File: src/rtl/mem_write_checker_sync_fifo.sv
// sync_fifo: single-clock first-word-fall-through FIFO.
//   clk    in   rising-edge clock
//   reset  in   asynchronous active-low reset (pointers/count cleared)
//   push   in   write wdata; accepted if not full, or if a pop happens the same cycle
//   pop    in   consume head entry; ignored while empty
//   wdata  in   WIDTH-bit entry to write
//   rdata  out  head entry, valid while !empty; driven 0 when empty
//   full   out  DEPTH entries stored
//   empty  out  no entries stored
// DEPTH must be a power of two so the pointers wrap by plain overflow.
module sync_fifo #(
  parameter int WIDTH = 64,
  parameter int DEPTH = 8
) (
  input  logic             clk,
  input  logic             reset,
  input  logic             push,
  input  logic             pop,
  input  logic [WIDTH-1:0] wdata,
  output logic [WIDTH-1:0] rdata,
  output logic             full,
  output logic             empty
);

  localparam int PTR_W = $clog2(DEPTH);
  localparam int CNT_W = PTR_W + 1;

  logic [PTR_W-1:0] wr_ptr_q, wr_ptr_d;
  logic [PTR_W-1:0] rd_ptr_q, rd_ptr_d;
  logic [CNT_W-1:0] count_q, count_d;
  logic [WIDTH-1:0] mem_q [DEPTH];
  logic             do_push, do_pop;

  assign full  = (count_q == CNT_W'(DEPTH));
  assign empty = (count_q == '0);
  assign rdata = empty ? '0 : mem_q[rd_ptr_q];

  // A full FIFO still accepts a push when the head leaves in the same cycle.
  assign do_pop  = pop & ~empty;
  assign do_push = push & (~full | do_pop);

  // NOTE: every variable assigned in always_comb gets a default first, so no latch is inferred.
  always_comb begin
    wr_ptr_d = wr_ptr_q;
    rd_ptr_d = rd_ptr_q;
    count_d  = count_q;
    if (do_push) wr_ptr_d = wr_ptr_q + PTR_W'(1);
    if (do_pop)  rd_ptr_d = rd_ptr_q + PTR_W'(1);
    case ({do_push, do_pop})
      2'b10:   count_d = count_q + CNT_W'(1);
      2'b01:   count_d = count_q - CNT_W'(1);
      default: count_d = count_q;
    endcase
  end

  // NOTE: sequential state uses non-blocking assignments so all flops update together at the edge.
  always_ff @(posedge clk or negedge reset) begin
    if (!reset) begin
      wr_ptr_q <= '0;
      rd_ptr_q <= '0;
      count_q  <= '0;
    end else begin
      wr_ptr_q <= wr_ptr_d;
      rd_ptr_q <= rd_ptr_d;
      count_q  <= count_d;
    end
  end

  // NOTE: storage is deliberately not reset; empty masks rdata, so stale contents are never visible.
  always_ff @(posedge clk) begin
    if (do_push) mem_q[wr_ptr_q] <= wdata;
  end

endmodule : sync_fifo

File: config.mk
export PLATFORM = sky130hd
export DESIGN_NAME = sync_fifo
export DESIGN_NICKNAME = d
export VERILOG_FILES = /design/src/rtl/mem_write_checker_sync_fifo.sv
export SDC_FILE = /design/constraint.sdc
export NUM_CORES = 1
export LEC_CHECK = 0
export BUFFER_PORTS_ARGS = -buffer_cell sky130_fd_sc_hd__clkbuf_2
export CORE_MARGIN = 10
export CORE_UTILIZATION = 43
export CTS_BUF_LIST = sky130_fd_sc_hd__clkbuf_8
export DETAILED_ROUTE_END_ITERATION = 10
export HOLD_SLACK_MARGIN = 0.05
export PLACE_DENSITY_LB_ADDON = 0.15
export RECOVER_POWER = 25
export SLEW_MARGIN = 20
export SYNTH_ARGS = -nofsm -noshare
export SYNTH_HDL_FRONTEND = slang
export SYNTH_SLANG_ARGS = --single-unit
File: constraint.sdc
create_clock -name clk -period 7.1 [get_ports clk]
set_input_delay 0.355 -clock clk [delete_from_list [all_inputs] [get_ports clk]]
set_output_delay 0.355 -clock clk [all_outputs]
set_load 0.03 [all_outputs]
Yosys cells after proc, flatten, opt, wreduce, memory -nomap -nowiden
Memory sizes are Yosys's and may differ from the RTL's.
Index checks and enable logic that the tools add are counted.
{"block": "totals", "reg_bits": 10, "latch_bits": 0, "ram_bits": 512, "rom_bits": 0, "in_bits": 68, "word_cells": 22, "n_memories": 1}
{"block": "classes", "addsub": 4, "n_mul": 0, "div": 0, "order_cmp": 0, "eq_ne": 3, "shifts": 0, "mux": 4, "n_bitwise": 5, "reduce_logical": 2}
{"memory": "mem_q", "words": 8, "width": 64, "read_ports": 1, "rd_ports_with_merged_regs": 0, "write_ports": 1, "line_no": "31", "rtl": "logic [WIDTH-1:0] mem_q [DEPTH];"}
{"op": "64-bit 2-to-1 mux", "n": 1}
{"op": "4-bit one-hot mux with 2 select lines", "n": 1}
{"op": "3-bit by 1-bit adder with 3-bit output (second input constant)", "n": 2}
{"op": "4-bit by 1-bit adder with 4-bit output (second input constant)", "n": 1}
{"op": "4-bit equality test (second input constant)", "n": 1}
{"op": "4-bit zero test", "n": 1}
{"op": "4-bit by 1-bit subtractor with 4-bit output (second input constant)", "n": 1}
{"op": "1-bit AND", "n": 2}
{"op": "2-bit by 1-bit equality test with 1-bit output (second input constant)", "n": 1}
{"op": "2-bit equality test (second input constant)", "n": 1}
{"op": "1-bit 2-to-1 mux", "n": 2}
{"op": "1-bit NOT", "n": 2}
{"op": "2-bit nonzero test", "n": 1}
{"op": "1-bit OR", "n": 1}

Logic depth before layout (Yosys ltp)
Gate-level depths: netlist of the first run.
{"block": "depth", "word_depth": 7, "depth_mapped": 9}

Worst setup path before layout of the first run
No wires, ideal clock.
{"block": "synth_path", "path_type": "reg-to-reg", "from": "register count_q[3]", "to": "memory mem_q[1][0], enable pin", "setup_time_ns": 0.565, "t_arrival_ns": 5.389, "required_ns": 6.535, "slack_ns": 1.147, "stages_incl_launch_ff": 5, "n_path_buf": 0, "synth_period_minus_slack_ns": 5.953, "cell_sequence": "dfrtp_1 > nor2b_1 > a21boi_1 > nand2_1 > nor3_1"}
{"block": "synth_via", "elab_chain_len": 7, "word_cells_on_any_way": 9, "cone_classes": "eq/ne: 1; mux: 2; bitwise: 5; reduce/logical: 1"}
{"item": "start: declaration", "line_no": "30", "rtl": "logic [CNT_W-1:0] count_q, count_d;"}
{"item": "start signal: assignment", "line_no": "65", "rtl": "count_q <= count_d;"}
{"item": "4-bit zero test", "line_no": "35", "rtl": "assign empty = (count_q == '0);"}
{"item": "1-bit NOT", "line_no": "39", "rtl": "assign do_pop = pop & ~empty;"}
{"item": "1-bit AND", "line_no": "39"}
{"item": "1-bit OR (*)", "line_no": "40", "rtl": "assign do_push = push & (~full | do_pop);"}
{"item": "1-bit AND (*)", "line_no": "40"}
{"item": "1-bit 2-to-1 mux (*)", "line_no": "71", "rtl": "if (do_push) mem_q[wr_ptr_q] <= wdata;"}
{"item": "1-bit 2-to-1 mux (not written as such) (*)", "line_no": "71"}
{"item": "end: declaration", "line_no": "31"}
Every way passes the cells marked *; elsewhere a longest branch is shown, timed or not.

Worst setup path after layout of the first run
{"block": "layout_path", "from": "register count_q[2]", "to": "output port rdata[3]"}
{"block": "layout_via", "elab_chain_len": 2}
{"item": "4-bit zero test", "line_no": "35"}
{"item": "64-bit 2-to-1 mux", "line_no": "36", "rtl": "assign rdata = empty ? '0 : mem_q[rd_ptr_q];"}
{"item": "end: declaration", "line_no": "20", "rtl": "output logic [WIDTH-1:0] rdata,"}
Every way passes these cells.

==> run metrics, run 1 <==
root buf cell clkbuf_8; drt first pass iters 4; DRC Markers 0; Min-Delay Path Depth 3; Post-synth EDFFs 512; Post-Syn Nets 963; Ports 134; share of total power in the clock network 0.230; vias in the first global route 10500; Reg2Reg Depth 5; Hold Violations, Final 0; Site Rows 79; Logic pwr share 0.356; setup bufs post-CTS 0; Setup Skew 0.0260 ns; wire length per cell 23.3 um; largest area contributor in the netlist edfxtp_1; final WL 42300 um; Placed Cells 1601; Overflow after GRT 0; TritonCTS clock tree done; finished layout cell area 0.0236 mm^2; cts hold-fix bufs 66; global-route wire length before repair 65300 um; Crit-path slowest cell buf_4; Worst Path Required 6.74 ns; Critical Path End Type output port; Vias 9541; Slew Viols, Final 0; Worst-Skew Late Latency 0.62 ns; final setup vio count 0; total CTS buffers 86; Detail Placement HPWL 21800 um; worst-path fanout max 43; H-Tree Depth 3; I/O Buffers 133; cell with the most instances after synthesis edfxtp_1; leakage 7.96 nW; 1st-iter DRT viols 678; Max-Cap Viols 0; Final #Nets 1222; starting density of the core 0.434; die area 0.0558 mm^2; Hold Slack 0.164 ns; RSZ-0062 raised after global routing false; CP cell instances or4_4 > inv_2 > buf_4 > nor2_1 > clkbuf_2; Power Total 0.00995 W; Peak VDD IR 0.290 mV; fmax 270 MHz; syn avg cell area 22.6 um^2; Via-to-Cell Ratio 5.25; post-CTS resize count 0; #FFs+latches synth 522; Synth area leaders edfxtp_1 (76%), mux4_2 (14%), mux2i_1 (3.2%); outcome completed; critical path class register to output port; Die W 236 um; Reg power frac 0.414; NetSw 0.00353 W; Critical Path Start Type register; worst-margin pin slew 0.944 ns; Yosys top cell area share 0.765; Worst EP arrival 3.35 ns; Core Footprint 0.0464 mm^2; Cell Area, Synth 0.0201 mm^2; synth warn 0; DP Area 0.0215 mm^2; Slew HR 0.370; Post-synth top flop edfxtp_1; fin crit share 0.522; ys async rst share 0.0192; Mapped Cells 890; layout cell share with drive strength beyond 1 0.288; ANT nets after route 0; Final Non-Filler Cells 1817; post-synthesis cell type count 39; GP Congestion 0.696; All-Layer GR Usage 0.153; Period minus WS final 3.71 ns; clock-pin slew on the worst setup and hold paths 0.06 ns; Hold Path Class primary input to register; Post-synth top cells edfxtp_1 (512), mux4_2 (128), nor2_1 (74); Clock Sinks 522; Die Ht 236 um; P&R area growth vs syn 17.3%; P per Cell Area 422 mW/mm^2; CP max stage delay 0.69 ns; clk buf depth 3; switching share of power 0.355; Setup TNS Final 0 ns; antenna violations before repair 3; internal power 0.00642 W; largest net degree at the start of global routing 82; sequential element share of the synthesized area 0.777
layer usage:
layer | part of all wire | wire length, um | up-vias | track usage
li1 | - | - | 4230 | -
met1 | 0.43 | 18300 | 5021 | 0.198
met2 | 0.50 | 21100 | 210 | 0.253
met3 | 0.051 | 2180 | 78 | 0.0375
met4 | 0.018 | 755 | 2 | 0.0425
met5 | 0.00031 | 13 | - | 0
kinds of logic after synthesis:
logic type / after synthesis / synth area share
buffers and inverters: 48 / 0.0139
adder cells (fa/ha/maj): 5 / 0.00349
XOR/XNOR: 6 / 0.00261
multiplexers: 195 / 0.177
flip-flops: 522 / 0.777
AO/OA/AOI/OAI: 16 / 0.00529
AND/OR/NAND/NOR: 98 / 0.0207
layout make-up:
class | instances | area [um^2]
clock buffer | 93 | 1280
clock inverter | 54 | 206
timing repair buffer | 215 | 1430
fill | 3766 | 22800
inverter | 4 | 15.0
antenna | 2 | 5.00
tap | 607 | 759
multi-input combinational | 320 | 4260
sequential | 522 | 15600
power by group through the flow:
stage               Sequential (W)  Clock [W]  Combinational [W]
floorplan                  0.00406          0            0.00269
global placement           0.00424          0            0.00354
detailed placement         0.00426          0            0.00355
CTS                        0.00419    0.00237            0.00359
global route               0.00417    0.00251            0.00384
finish                     0.00412    0.00229            0.00354
path summary, 6_finish.rpt:
kind                              from      endpoint  slack [ns]
setup / recovery            count_q[2]      rdata[3]        3.39
hold reg to reg            wr_ptr_q[0]   wr_ptr_q[0]        0.52
max in group asynchronous        reset   rd_ptr_q[2]        6.42
setup reg to reg            count_q[1]  mem_q[4][38]        3.83
min in group asynchronous        reset    count_q[1]        0.24
hold / removal                    push    count_q[1]        0.16
through the flow:
| stage | setup slack [ns] | util |
|---|---|---|
| after global routing | 3.14 | 0.509 |
| after floorplan | 1.15 | - |
| after CTS | 2.98 | 0.509 |
| after detailed placement | 3.68 | 0.463 |
| after global placement | 3.67 | 0.463 |
| final | 3.39 | 0.509 |
worst max-delay path, delay by kind of cell (launching register included):
family | cells | cell delay [ns]
DFF | 1 | 0.45
buffers and inverters | 3 | 1.44
and+or+nand+nor | 2 | 0.83
cell usage in the layout (no fill, tap or decap), types with 3 or more instances in the layout:
| master | count |
|---|---|
| dfrtp_1 | 7 |
| clkinv_2 | 3 |
| clkbuf_8 | 93 |
| ha_1 | 4 |
| clkinv_1 | 20 |
| mux4_2 | 128 |
| buf_4 | 14 |
| inv_1 | 34 |
| clkbuf_2 | 93 |
| nor2_1 | 68 |
| dfrtp_4 | 3 |
| clkbuf_1 | 40 |
| nor2_4 | 6 |
| dlygate4sd3_1 | 66 |
| o21ai_0 | 4 |
| edfxtp_1 | 512 |
| mux2i_1 | 65 |
| nand2_1 | 5 |
| xnor2_1 | 4 |
| nand2b_1 | 4 |
flip-flops by register name, summed over array words and instances (netlist names):
signal    count
wr_ptr_q      3
count_q       4
rd_ptr_q      3
mem_q       512
Power figures use the tool's default switching activity.
==> inputs of run 2 (changes only) <==
==> constraint.sdc (replaced) <==
create_clock -name clk -period 3.6 [get_ports clk]
set_input_delay 0.18 -clock clk [delete_from_list [all_inputs] [get_ports clk]]
set_output_delay 0.18 -clock clk [all_outputs]
set_load 0.03 [all_outputs]
==> run metrics, run 2 (same netlist as run 1, synthesis figures left out) <==
root buf cell clkbuf_8; NetSw 0.00712 W; ANT nets after route 0; 1st-iter DRT viols 645; Critical Path Stages 5; Slew HR 0.439; Clock Sinks 522; Worst EP arrival 2.88 ns; Die W 236 um; Worst R2R Start count_q[2]; vias in the first global route 10700; clock-pin slew on the worst setup and hold paths 0.06 ns; crit path to rdata[63]; post-CTS resize count 0; worst-path fanout max 19; CP max stage delay 0.69 ns; leakage 8.06 nW; DRC Markers 0; I/O Buffers 133; final WL 42200 um; Via-to-Cell Ratio 5.25; Ports 134; die area 0.0558 mm^2; share of total power in the clock network 0.224; internal power 0.0127 W; TritonCTS clock tree done; largest net degree at the start of global routing 68; layout cell share with drive strength beyond 1 0.299; All-Layer GR Usage 0.152; Detail Placement HPWL 23400 um; P per Cell Area 832 mW/mm^2; critical path class register to output port; Period minus WS final 3.06 ns; Die Ht 236 um; most frequent cells in the layout edfxtp_1 (512), mux4_2 (128), clkbuf_2 (95); Final #Nets 1238; Hold Path Class primary input to register; outcome completed; wire length per cell 23.0 um; FF-to-FF End count_q[3]; met3 global-route usage 0.0327; Worst Setup SP rd_ptr_q[0]; CP cell instances buf_4 > mux4_2 > mux2i_1 > nor2_1 > clkbuf_2; P&R area growth vs syn 18.8%; Crit path buffers/inverters 2; GR Util met1 0.195; RSZ-0062 raised after global routing false; starting density of the core 0.434; Reg power frac 0.409; largest register by flop count mem_q; Critical Path Start Type register; Core Footprint 0.0464 mm^2; GR peak layer met2; met2 usage 0.253; setup bufs post-CTS 0; global-route wire length before repair 65300 um; Overflow after GRT 0; clk buf depth 3; fin crit share 0.851; final setup vio count 0; commonest non-fill, non-tap cell in the layout edfxtp_1; Worst Path Required 3.42 ns; total CTS buffers 84; H-Tree Depth 3; worst-margin pin slew 0.842 ns; Peak VDD IR 0.494 mV; DP Worst Slack 1.04 ns; max reg flops 512; Critical Path End Type output port; Slew Viols, Final 0; Logic pwr share 0.367; GP Congestion 0.703; Vias 9633; drt first pass iters 4; Hold Violations, Final 0; Worst-Skew Late Latency 0.67 ns; Crit-path slowest cell dfrtp_4; switching share of power 0.359; fmax 327 MHz; Max-Cap Viols 0; Site Rows 79; DP Area 0.0218 mm^2; Reg2Reg Depth 8; biggest regs mem_q (512), count_q (4); flop2flop setup slack 1.02 ns; antenna violations before repair 3; Setup Skew 0.0335 ns; CP delay by family, top multiplexers; cts hold-fix bufs 69; crit path setup slack, layout 0.538 ns; finished layout cell area 0.0239 mm^2
[run 2: routing by layer]
| layer | vias to the layer above | part of all wire |
|---|---|---|
| met2 | 207 | 0.51 |
| li1 | 4277 | - |
| met4 | 4 | 0.015 |
| met1 | 5091 | 0.43 |
| met5 | - | 0.00050 |
| met3 | 54 | 0.045 |
[run 2: worst min path at each step]
| stage | from | endpoint | slack [ns] | cells after the start |
|---|---|---|---|---|
| final | wdata[41] | mem_q[0][41] | 0.39 | 2 |
| after global routing | wdata[42] | mem_q[3][42] | 0.40 | 2 |
| after CTS | wdata[21] | mem_q[7][21] | 0.29 | 2 |
| after detailed placement | reset | count_q[2] | 0.07 | 1 |
| after global placement | reset | wr_ptr_q[1] | 0.07 | 1 |
| after floorplan | reset | count_q[0] | -0.12 | 0 |
[run 2: final cells by class]
type	count	area, um^2
tap	607	759
clock buffer	85	1170
inverter	4	15.0
sequential	522	15600
timing repair buffer	233	1740
multi-input combinational	320	4270
fill	3702	22500
antenna	1	2.50
clock inverter	64	289
[run 2: per-stage QoR]
step	std cells	utilization	hold slack [ns]	setup TNS, ns	total power, W
3_5_place_dp	1617	0.470	0.0696	0	0.0157
2_1_floorplan	890	-	-0.116	-292.85	0.0133
6_report	1836	0.515	0.387	0	0.0199
3_3_place_gp	1617	0.470	0.0726	0	0.0157
4_1_cts	1835	0.516	0.290	0	0.0203
5_1_grt	1835	0.515	0.398	0	0.0209
[run 2: power by group through the flow]
stage	clock network [W]	registers (W)	logic, W
final	0.00445	0.00813	0.00729
after global routing	0.00486	0.00822	0.00786
after CTS	0.00460	0.00815	0.00752
after detailed placement	0	0.00827	0.00744
after global placement	0	0.00825	0.00743
after floorplan	0	0.00799	0.00532
==> inputs of run 3 (changes only) <==
==> constraint.sdc (replaced) <==
create_clock -name clk -period 2.93 [get_ports clk]
set_input_delay 0.1465 -clock clk [delete_from_list [all_inputs] [get_ports clk]]
set_output_delay 0.1465 -clock clk [all_outputs]
set_load 0.03 [all_outputs]
==> run metrics, run 3 (same netlist as run 1, synthesis figures left out) <==
outcome completed; Detail Placement HPWL 22600 um; commonest non-fill, non-tap cell in the layout edfxtp_1; root buf cell clkbuf_8; Site Rows 79; Die W 236 um; Critical Path End Type output port; Critical Path Start Type register; leakage 8.15 nW; All-Layer GR Usage 0.155; Via-to-Cell Ratio 5.23; most frequent cells in the layout edfxtp_1 (512), mux4_2 (128), clkbuf_2 (92); die area 0.0558 mm^2; Overflow after GRT 0; Hold Violations, Final 0; P per Cell Area 1020 mW/mm^2; Worst Path Required 2.78 ns; RSZ-0062 raised after global routing true; TritonCTS clock tree done; I/O Buffers 133; fmax 358 MHz; FF-to-FF End count_q[3]; clock-pin slew on the worst setup and hold paths 0.06 ns; HP Start wdata[56]; fin crit share 0.954; Final Non-Filler Cells 1844; worst-path fanout max 30; drt first pass iters 4; Worst R2R Start count_q[2]; flop2flop setup slack 0.38 ns; layout cell share with drive strength beyond 1 0.304; worst-margin pin slew 0.633 ns; Min-Delay Path Depth 2; Slew HR 0.578; critical path class register to output port; largest register by flop count mem_q; Setup Skew 0.0171 ns; Power Total 0.0246 W; Worst-Skew Late Latency 0.64 ns; Placed Cells 1616; Worst Setup SP rd_ptr_q[0]; Period minus WS final 2.79 ns; Die Ht 236 um; ANT nets after route 0; largest net degree at the start of global routing 68; total CTS buffers 87; final WL 42700 um; Final #Nets 1242; Reg2Reg Depth 8; Worst EP arrival 2.65 ns; global-route wire length before repair 65900 um; Clock Sinks 522; Peak VDD IR 0.692 mV; final setup vio count 0; antenna violations before repair 3; 1st-iter DRT viols 582; Max-Cap Viols 0; starting density of the core 0.434; P&R area growth vs syn 19.8%; DRC Markers 0; wire length per cell 23.2 um; vias in the first global route 10700; Worst Hold End mem_q[7][56]; biggest regs mem_q (512), count_q (4); Slew Viols, Final 0; GP Congestion 0.709; clk buf depth 3; Core Footprint 0.0464 mm^2; H-Tree Depth 3; Vias 9647; Hold Path Class primary input to register; max reg flops 512; Ports 134
## run 3: worst max-delay path, stage by stage (launching register included)
cell and delay (ns):
dfrtp_4 0.56, buf_12 0.30, mux4_2 0.56, mux2i_2 0.31, nor2_1 0.08, clkbuf_2 0.20
## run 3: how the worst max path moves through the flow
stage / end / slack (ns)
3_5_place_dp: count_q[3] / 0.42
5_1_grt: rdata[2] / 0.0008
4_1_cts: rdata[21] / 0.005
6_report: rdata[2] / 0.14
2_1_floorplan: mem_q[4][0] / -0.12
3_3_place_gp: rdata[48] / 0.48
## run 3: metal layers
metal | share of wire | global-route usage | up-vias
li1 | - | - | 4288
met1 | 0.44 | 0.201 | 5076
met2 | 0.50 | 0.254 | 222
met3 | 0.047 | 0.0361 | 57
met4 | 0.017 | 0.0529 | 4
met5 | 0.00063 | 0 | -
## run 3: area by class of cell
type                       instances  area (um^2)
timing repair buffer             234         1850
tap                              607          759
fill                            3711        22300
antenna                            2         5.00
multi-input combinational        320         4300
clock buffer                      90         1240
inverter                           4         15.0
clock inverter                    65          268
sequential                       522        15600
## run 3: timing repair
item | 4_1_cts | 5_1_grt
hold buffers | 69 | 0
endpoints found under the hold margin | 531 | 0
gates resized for setup | 2 | 4
setup endpoints to repair | 65 | 6
cloned | 0 | 1
buffers inserted | 1 | 0
## run 3: power breakdown
group	total, W	switching (W)	internal (W)	leakage (nW)
logic	0.00914	0.00549	0.00365	2.50
clock network	0.00557	0.00274	0.00283	0.883
registers	0.00991	0.000515	0.00939	4.76
## run 3: metrics by stage
stage	instance area, um^2	worst slack (ns)	setup TNS [ns]	util	hold WS [ns]
finish	24100	0.136	0	0.519	0.332
global placement	21800	0.483	0	0.471	0.0410
detailed placement	21800	0.424	0	0.471	0.0437
floorplan	20200	-0.116	-23.60	-	-0.149
CTS	24100	0.00530	0	0.519	0.253
global route	24100	0.000800	0	0.519	0.352
